==> config.mk <==
export PLATFORM = sky130hd
export DESIGN_NAME = strobe_decoder3_8
export DESIGN_NICKNAME = d
export VERILOG_FILES = /design/src/rtl/strobe_dec_pkg.sv /design/src/rtl/onehot_dec3_8.sv /design/src/rtl/strobe_decoder3_8.sv
export SDC_FILE = /design/constraint.sdc
export NUM_CORES = 1
export LEC_CHECK = 0
export CORE_UTILIZATION = 40
export DETAILED_ROUTE_END_ITERATION = 8
export HOLD_SLACK_MARGIN = 0.05
export PLACE_DENSITY = 0.68
export SETUP_SLACK_MARGIN = 0.05
export SYNTH_ARGS = -nofsm -noshare
export SYNTH_HDL_FRONTEND = slang
export SYNTH_HIERARCHICAL = 1
export SYNTH_SLANG_ARGS = --single-unit
==> constraint.sdc <==
create_clock -name clk -period 4.7 [get_ports clk]
set_input_delay 0.94 -clock clk [delete_from_list [all_inputs] [get_ports clk]]
set_output_delay 0.94 -clock clk [all_outputs]
set_load 0.02 [all_outputs]
==> src/rtl/strobe_dec_pkg.sv <==
// Shared types and constants for the 3-to-8 strobe decoder.
// Pure declarations; no logic, no latency, no flow control.
package strobe_dec_pkg;

    localparam int CODE_W = 3;
    localparam int LINES  = 8;

    typedef enum logic [1:0] {
        IDLE  = 2'd0,
        DRIVE = 2'd1,
        GAP   = 2'd2
    } state_t;

    typedef logic [LINES-1:0] onehot_t;

endpackage

==> src/rtl/onehot_dec3_8.sv <==
// Combinational 3-bit binary code to 8-bit one-hot mapping.
// Zero latency; no flow control, the caller registers the result.
module onehot_dec3_8
    import strobe_dec_pkg::*;
(
    input  logic [CODE_W-1:0] code,
    output logic [LINES-1:0]  y
);

    always_comb begin
        y       = '0;
        y[code] = 1'b1;
    end

endmodule

==> src/rtl/strobe_decoder3_8.sv <==
// Sequential 3-to-8 strobe decoder: drives one line for PULSE_LEN cycles, then holds y=0 for GAP_LEN cycles.
// Latency: y one cycle after accept; back-to-back period PULSE_LEN+GAP_LEN+1. Optional sweep: STROBE_SWEEP_EN.
// Backpressure: in_ready only in IDLE with en high; en low aborts the current strobe (or sweep) without done.
module strobe_decoder3_8
    import strobe_dec_pkg::*;
#(
    parameter int PULSE_LEN = 4,
    parameter int GAP_LEN   = 1,
    parameter int CNT_W     = 8
) (
    input  logic              clk,
    input  logic              rst_n,
    input  logic              en,
`ifdef STROBE_SWEEP_EN
    input  logic              sweep_start,
`endif
    input  logic              in_valid,
    output logic              in_ready,
    input  logic [CODE_W-1:0] code,
    output logic [LINES-1:0]  y,
    output logic              y_valid,
    output logic              busy,
    output logic              done
);

    localparam logic [CNT_W-1:0]  PULSE_LOAD = CNT_W'(PULSE_LEN - 1);
    localparam logic [CNT_W-1:0]  GAP_LOAD   = CNT_W'((GAP_LEN > 0) ? GAP_LEN - 1 : 0);
    localparam logic [CODE_W-1:0] LAST_CODE  = CODE_W'(LINES - 1);

    state_t            state;
    logic [CNT_W-1:0]  cnt;
    logic [CODE_W-1:0] code_q;
    logic [CODE_W-1:0] next_code;
    onehot_t           dec_y;
    logic              sweep_go;
    logic              sweep_q;
    logic              sweep_more;
    logic              last_code;

    assign in_ready = (state == IDLE) && en;
    assign busy     = (state != IDLE);

`ifdef STROBE_SWEEP_EN
    assign sweep_go = sweep_start;

    // Sweep flag is captured on the IDLE accept and held until the next IDLE visit.
    always_ff @(posedge clk or negedge rst_n) begin
        if (!rst_n) begin
            sweep_q <= 1'b0;
        end else if (state == IDLE || !en) begin
            sweep_q <= in_ready && sweep_start;
        end
    end
`else
    assign sweep_go = 1'b0;
    assign sweep_q  = 1'b0;
`endif

    assign sweep_more = sweep_q && (code_q != LAST_CODE);
    assign next_code  = (state == IDLE) ? (sweep_go ? '0 : code) : code_q + 1'b1;
    assign last_code  = (next_code == LAST_CODE);

    onehot_dec3_8 u_dec (
        .code (next_code),
        .y    (dec_y)
    );

    // done is registered, so it is scheduled on the edge that enters the counter==0 DRIVE cycle.
    always_ff @(posedge clk or negedge rst_n) begin
        if (!rst_n) begin
            state   <= IDLE;
            cnt     <= '0;
            code_q  <= '0;
            y       <= '0;
            y_valid <= 1'b0;
            done    <= 1'b0;
        end else if (!en) begin
            state   <= IDLE;
            cnt     <= '0;
            y       <= '0;
            y_valid <= 1'b0;
            done    <= 1'b0;
        end else begin
            case (state)
                IDLE: begin
                    done <= 1'b0;
                    if (in_valid || sweep_go) begin
                        state   <= DRIVE;
                        cnt     <= PULSE_LOAD;
                        code_q  <= next_code;
                        y       <= dec_y;
                        y_valid <= 1'b1;
                        done    <= (PULSE_LEN == 1) && !sweep_go;
                    end
                end
                DRIVE: begin
                    if (cnt == '0) begin
                        if (GAP_LEN > 0) begin
                            state   <= GAP;
                            cnt     <= GAP_LOAD;
                            y       <= '0;
                            y_valid <= 1'b0;
                            done    <= 1'b0;
                        end else if (sweep_more) begin
                            cnt     <= PULSE_LOAD;
                            code_q  <= next_code;
                            y       <= dec_y;
                            y_valid <= 1'b1;
                            done    <= (PULSE_LEN == 1) && last_code;
                        end else begin
                            state   <= IDLE;
                            y       <= '0;
                            y_valid <= 1'b0;
                            done    <= 1'b0;
                        end
                    end else begin
                        cnt  <= cnt - CNT_W'(1);
                        done <= (cnt == CNT_W'(1)) && (!sweep_q || code_q == LAST_CODE);
                    end
                end
                GAP: begin
                    done <= 1'b0;
                    if (cnt == '0) begin
                        if (sweep_more) begin
                            state   <= DRIVE;
                            cnt     <= PULSE_LOAD;
                            code_q  <= next_code;
                            y       <= dec_y;
                            y_valid <= 1'b1;
                            done    <= (PULSE_LEN == 1) && last_code;
                        end else begin
                            state <= IDLE;
                        end
                    end else begin
                        cnt <= cnt - CNT_W'(1);
                    end
                end
                default: begin
                    state   <= IDLE;
                    cnt     <= '0;
                    y       <= '0;
                    y_valid <= 1'b0;
                    done    <= 1'b0;
                end
            endcase
        end
    end

endmodule

# Word-level counts from Yosys, hierarchy flattened
# Index checks and enable logic that the tools add are counted.
# word_totals
reg_bits	23
latchBits	0
ram_bits	0
mem_bits_ro	0
inputBits	7
output_inout_bits	12
wordCells	51
n_memories	0
# op_classes
addsub	2
mul	0
div_mod_pow	0
n_lt_le_gt_ge	2
eq_ne	8
shift	0
n_mux	24
n_bitwise	0
reduce_logical	9
# op_table
cell	n
8-bit two-way mux	7
8-bit one-hot mux with 3 select lines	2
3-bit inequality test (second input constant)	4
3-bit AND reduction	3
8-bit by 1-bit == test with 1-bit output (second input constant)	1
8-bit logical NOT	1
2-bit two-way mux	4
8-bit by 1-bit subtractor with 8-bit output (second input constant)	1
1-bit two-way mux	7
2-bit one-hot mux with 3 select lines	1
3-bit by 4-bit less-than comparator with 1-bit output (second input constant)	1
3-bit by 1-bit adder with 3-bit output (second input constant)	1
1-bit demux with 3-bit select	1
3-bit by 1-bit >= comparator with 1-bit output (second input constant)	1
3-bit two-way mux	1
1-bit one-hot mux with 3 select lines	1
2-bit by 1-bit == test with 1-bit output (second input constant)	1
2-bit == test (second input constant)	1
1-bit logical AND	2
2-bit logical NOT	1
2-bit inequality test (second input constant)	1
2-bit AND reduction	1
2-bit nonzero test	1

# Logic depth before layout (Yosys ltp)
# depth
ltp_word	9
ltp_mapped	7
ltp_nobuf	6

# Hierarchy
# Netlist, hierarchy kept.
# modules_own_cells
mod	instances	cells_each	area_per_inst_um2	seq_area_each_um2
strobe_decoder3_8	1	111	1187.4	575.6
onehot_dec3_8	1	8	65.1	0.0

# Worst setup path before layout
# OpenSTA, ideal clock, no wires.
# synth_path
path_kind	input -> output
start	input port en
end	output port in_ready
t_arrival_ns	1.402
required_ns	3.760
path_slack_ns	2.358
path_stages	2
path_cell_list	clkbuf_1 > and2_1
# synth_between
elab_chain_len	1
# synth_lines
element	line_no	source
start, declared	strobe_decoder3_8.sv:13	input logic en,
1-bit logical AND	strobe_decoder3_8.sv:40	assign in_ready = (state == IDLE) && en;
end, declared	strobe_decoder3_8.sv:18	output logic in_ready,
# No other way between the ends.

# Final worst setup path
# Same ends and word-level chain as after synthesis.

==> results_dict.tcl <==
set metrics [dict create \
    grt_start_max_net_pins 24 \
    synthArstFlopShare_pct 100 \
    cpPeakStageDelay_ps 660 \
    diodes 0 \
    power_density_nw_per_um2 610 \
    critPathLaunch "en" \
    start_kind "input port" \
    syn2layout_area_growth_pct 17.8 \
    required_ps 3760 \
    clkTransAtPathRegs_ps 130 \
    numPortBuffers 18 \
    r2r_cells 5 \
    synth_cell_type_count 46 \
    final_max_slew_viol_count 0 \
    cts_tree "built" \
    synth_fp_nets 129 \
    track_usage_pct 15.4 \
    cts_buffer_depth 2 \
    gp_congestion 0.803 \
    rr_startpoint "code_q[0]" \
    drive_gt1_share_pct 14.0 \
    fin_area_um2 1480 \
    synthTopCellsByArea "dfrtp_1 (46%), a22o_1 (5.6%), mux2_2 (3.6%)" \
    grt_pass1_vias 886 \
    critPathMostFrequentCell "clkdlybuf4s50_1" \
    synth_edf_count 0 \
    synth-seq-area-share_pct 46.0 \
    initial_utilization_pct 43.9 \
    placementRows 19 \
    yosys.area.top_type "dfrtp_1" \
    wire_per_inst_um 14.3 \
    ys_warn_count 6 \
    hold_path_class "flip-flop to flip-flop" \
    avgSynthCellArea_um2 10.5 \
    htreeDepth 1 \
    r2r-end "y[3]" \
    cts.sinks 23 \
    drt-initial-drc-count 37 \
    criticalPathCategory "input port to primary output" \
    cts_inserted_buffers 3 \
    rsz0062_at_grt "no" \
    ff2ff_setup_slack_ps 2710 \
    post-synth-top-count-cell "dfrtp_1" \
    dpl_cell_area_um2 1450 \
    post_drt_via_cell_ratio 5.83 \
    fin_crit_sh_pct 70.3 \
    setup-violations-final 0 \
    path_depth 3 \
    hold_violations 0 \
    end_kind "primary output" \
    violations "design-rule violations" \
    synth_flop_cell "dfrtp_1" \
    drt_first_pass_iters 6 \
    maxCapViolations 0 \
    cts_setup_buffers 0 \
    holdBufCountCts 0 \
    clockRootBuffer "clkbuf_4" \
    crit_family "buffers and inverters" \
    n_fill_cell 273 \
    syn_area_um2 1250 \
    status "finished with violations" \
    crit_chain "clkdlybuf4s50_1, and2_1, clkdlybuf4s50_1" \
    insertion_delay_ps 320 \
    p_leak_nw 0.675 \
    arrival_ps 2360 \
    worst_clock_skew_ps 4.77 \
    synth_seq_cells 23 \
    cts_resized 0 \
    irDropWorstVdd_mv 0.293 \
    cpMaxStageDelayCell "clkdlybuf4s50_1" \
    tightest_slew_ps 999 \
    fp.dieArea_um2 3360 \
    antenna_found_initial 0 \
    fp.dieH_um 58.0 \
    synth_top_cell_area_share_pct 46.0 \
    drc_errors 1 \
    holdPathStages 1 \
    endpoint "in_ready" \
    finalSetupTns_ps 0 \
    crit_fanout 12 \
    num_vias 973 \
    critical_path_buf_inv_count 2 \
    drt_wl_total_um 2390 \
    hpwlAfterDp_um 1710 \
    overflow 0 \
    maxSlewHeadroom_pct 33.2 \
    synth_commonest_cells "dfrtp_1 (23), a21oi_1 (8), a22o_1 (8), nand2_1 (7), nor2_1 (6)" \
    grt_first_pass_wirelength_um 3930 \
    fmax_mhz 303 \
    syn_inst 119 \
    die_w_um 58.0 \
    min_period_ps 3300 \
    coreArea_um2 2850 \
    ios 19 \
    ant_nets 0 \
    layout.nets 147 \
]
-- cell type report --
cell class	count	area, um^2	area share (%)
timing repair buffer	18	180	12.2
inverter	5	18.8	1.27
tap	31	38.8	2.63
clock inverter	1	7.51	0.509
multi-input combinational	86	632	42.8
clock buffer	3	22.5	1.53
sequential	23	576	39.0
-- registers in the layout, indices dropped and copies added (netlist names) --
| signal | cells |
|---|---|
| y_valid | 1 |
| y | 8 |
| code_q | 3 |
| done | 1 |
| state | 2 |
| cnt | 8 |
-- worst min path at each step --
stage	start	end	slack, ps
6_report	y_valid	y_valid	490
5_1_grt	y_valid	y_valid	520
4_1_cts	y_valid	y_valid	510
3_5_place_dp	y_valid	y_valid	470
3_3_place_gp	y_valid	y_valid	460
2_1_floorplan	cnt[1]	cnt[1]	480
-- cells in the final DEF, fill, tap and decap left out, drive strengths merged, types with 3 or more instances in the layout --
cell type and n:
dfrtp 23, nand2 7, a21oi 8, o21ai 5
and3b 3, and3 3, nor2 6, clkbuf 3
or4 3, a22o 8, nor3b 4, nor3 3
ha 3, inv 5, clkdlybuf4s50 18, mux2 4
-- power breakdown --
group	total, mW	internal, mW	switching, mW
clock	0.0951	0.0325	0.0626
sequential	0.318	0.255	0.0628
combinational	0.486	0.228	0.258
total	0.899	0.515	0.384
-- metrics by stage --
| stage | util (%) | setup WS (ps) | hold WS (ps) | total power, mW | instances |
|---|---|---|---|---|---|
| detailed placement | 50.7 | 1390 | 475 | 0.807 | 163 |
| CTS | 51.7 | 1390 | 505 | 0.908 | 167 |
| floorplan | - | 2360 | 482 | 0.682 | 119 |
| global placement | 50.7 | 1420 | 465 | 0.794 | 163 |
| global route | 51.7 | 1330 | 519 | 0.974 | 167 |
| finish | 51.7 | 1400 | 495 | 0.899 | 167 |
-- routing by layer --
| layer | up-vias | part of all wire, % | GRT usage [%] |
|---|---|---|---|
| met5 | - | 0 | 0 |
| met2 | 23 | 47 | 24.6 |
| met4 | 0 | 0.71 | 3.40 |
| li1 | 478 | - | - |
| met1 | 470 | 48 | 20.6 |
| met3 | 2 | 4.5 | 4.69 |
-- cell families after synthesis --
kind of cell / Yosys count / synth area share [%]
mux: 5 / 4.40
simple gates: 43 / 22.7
xor+xnor: 2 / 1.40
flops: 23 / 46.0
buf+inv: 10 / 3.60
compound gates: 33 / 19.0
fa+ha+maj: 3 / 3.00
Power figures use the tool's default switching activity.
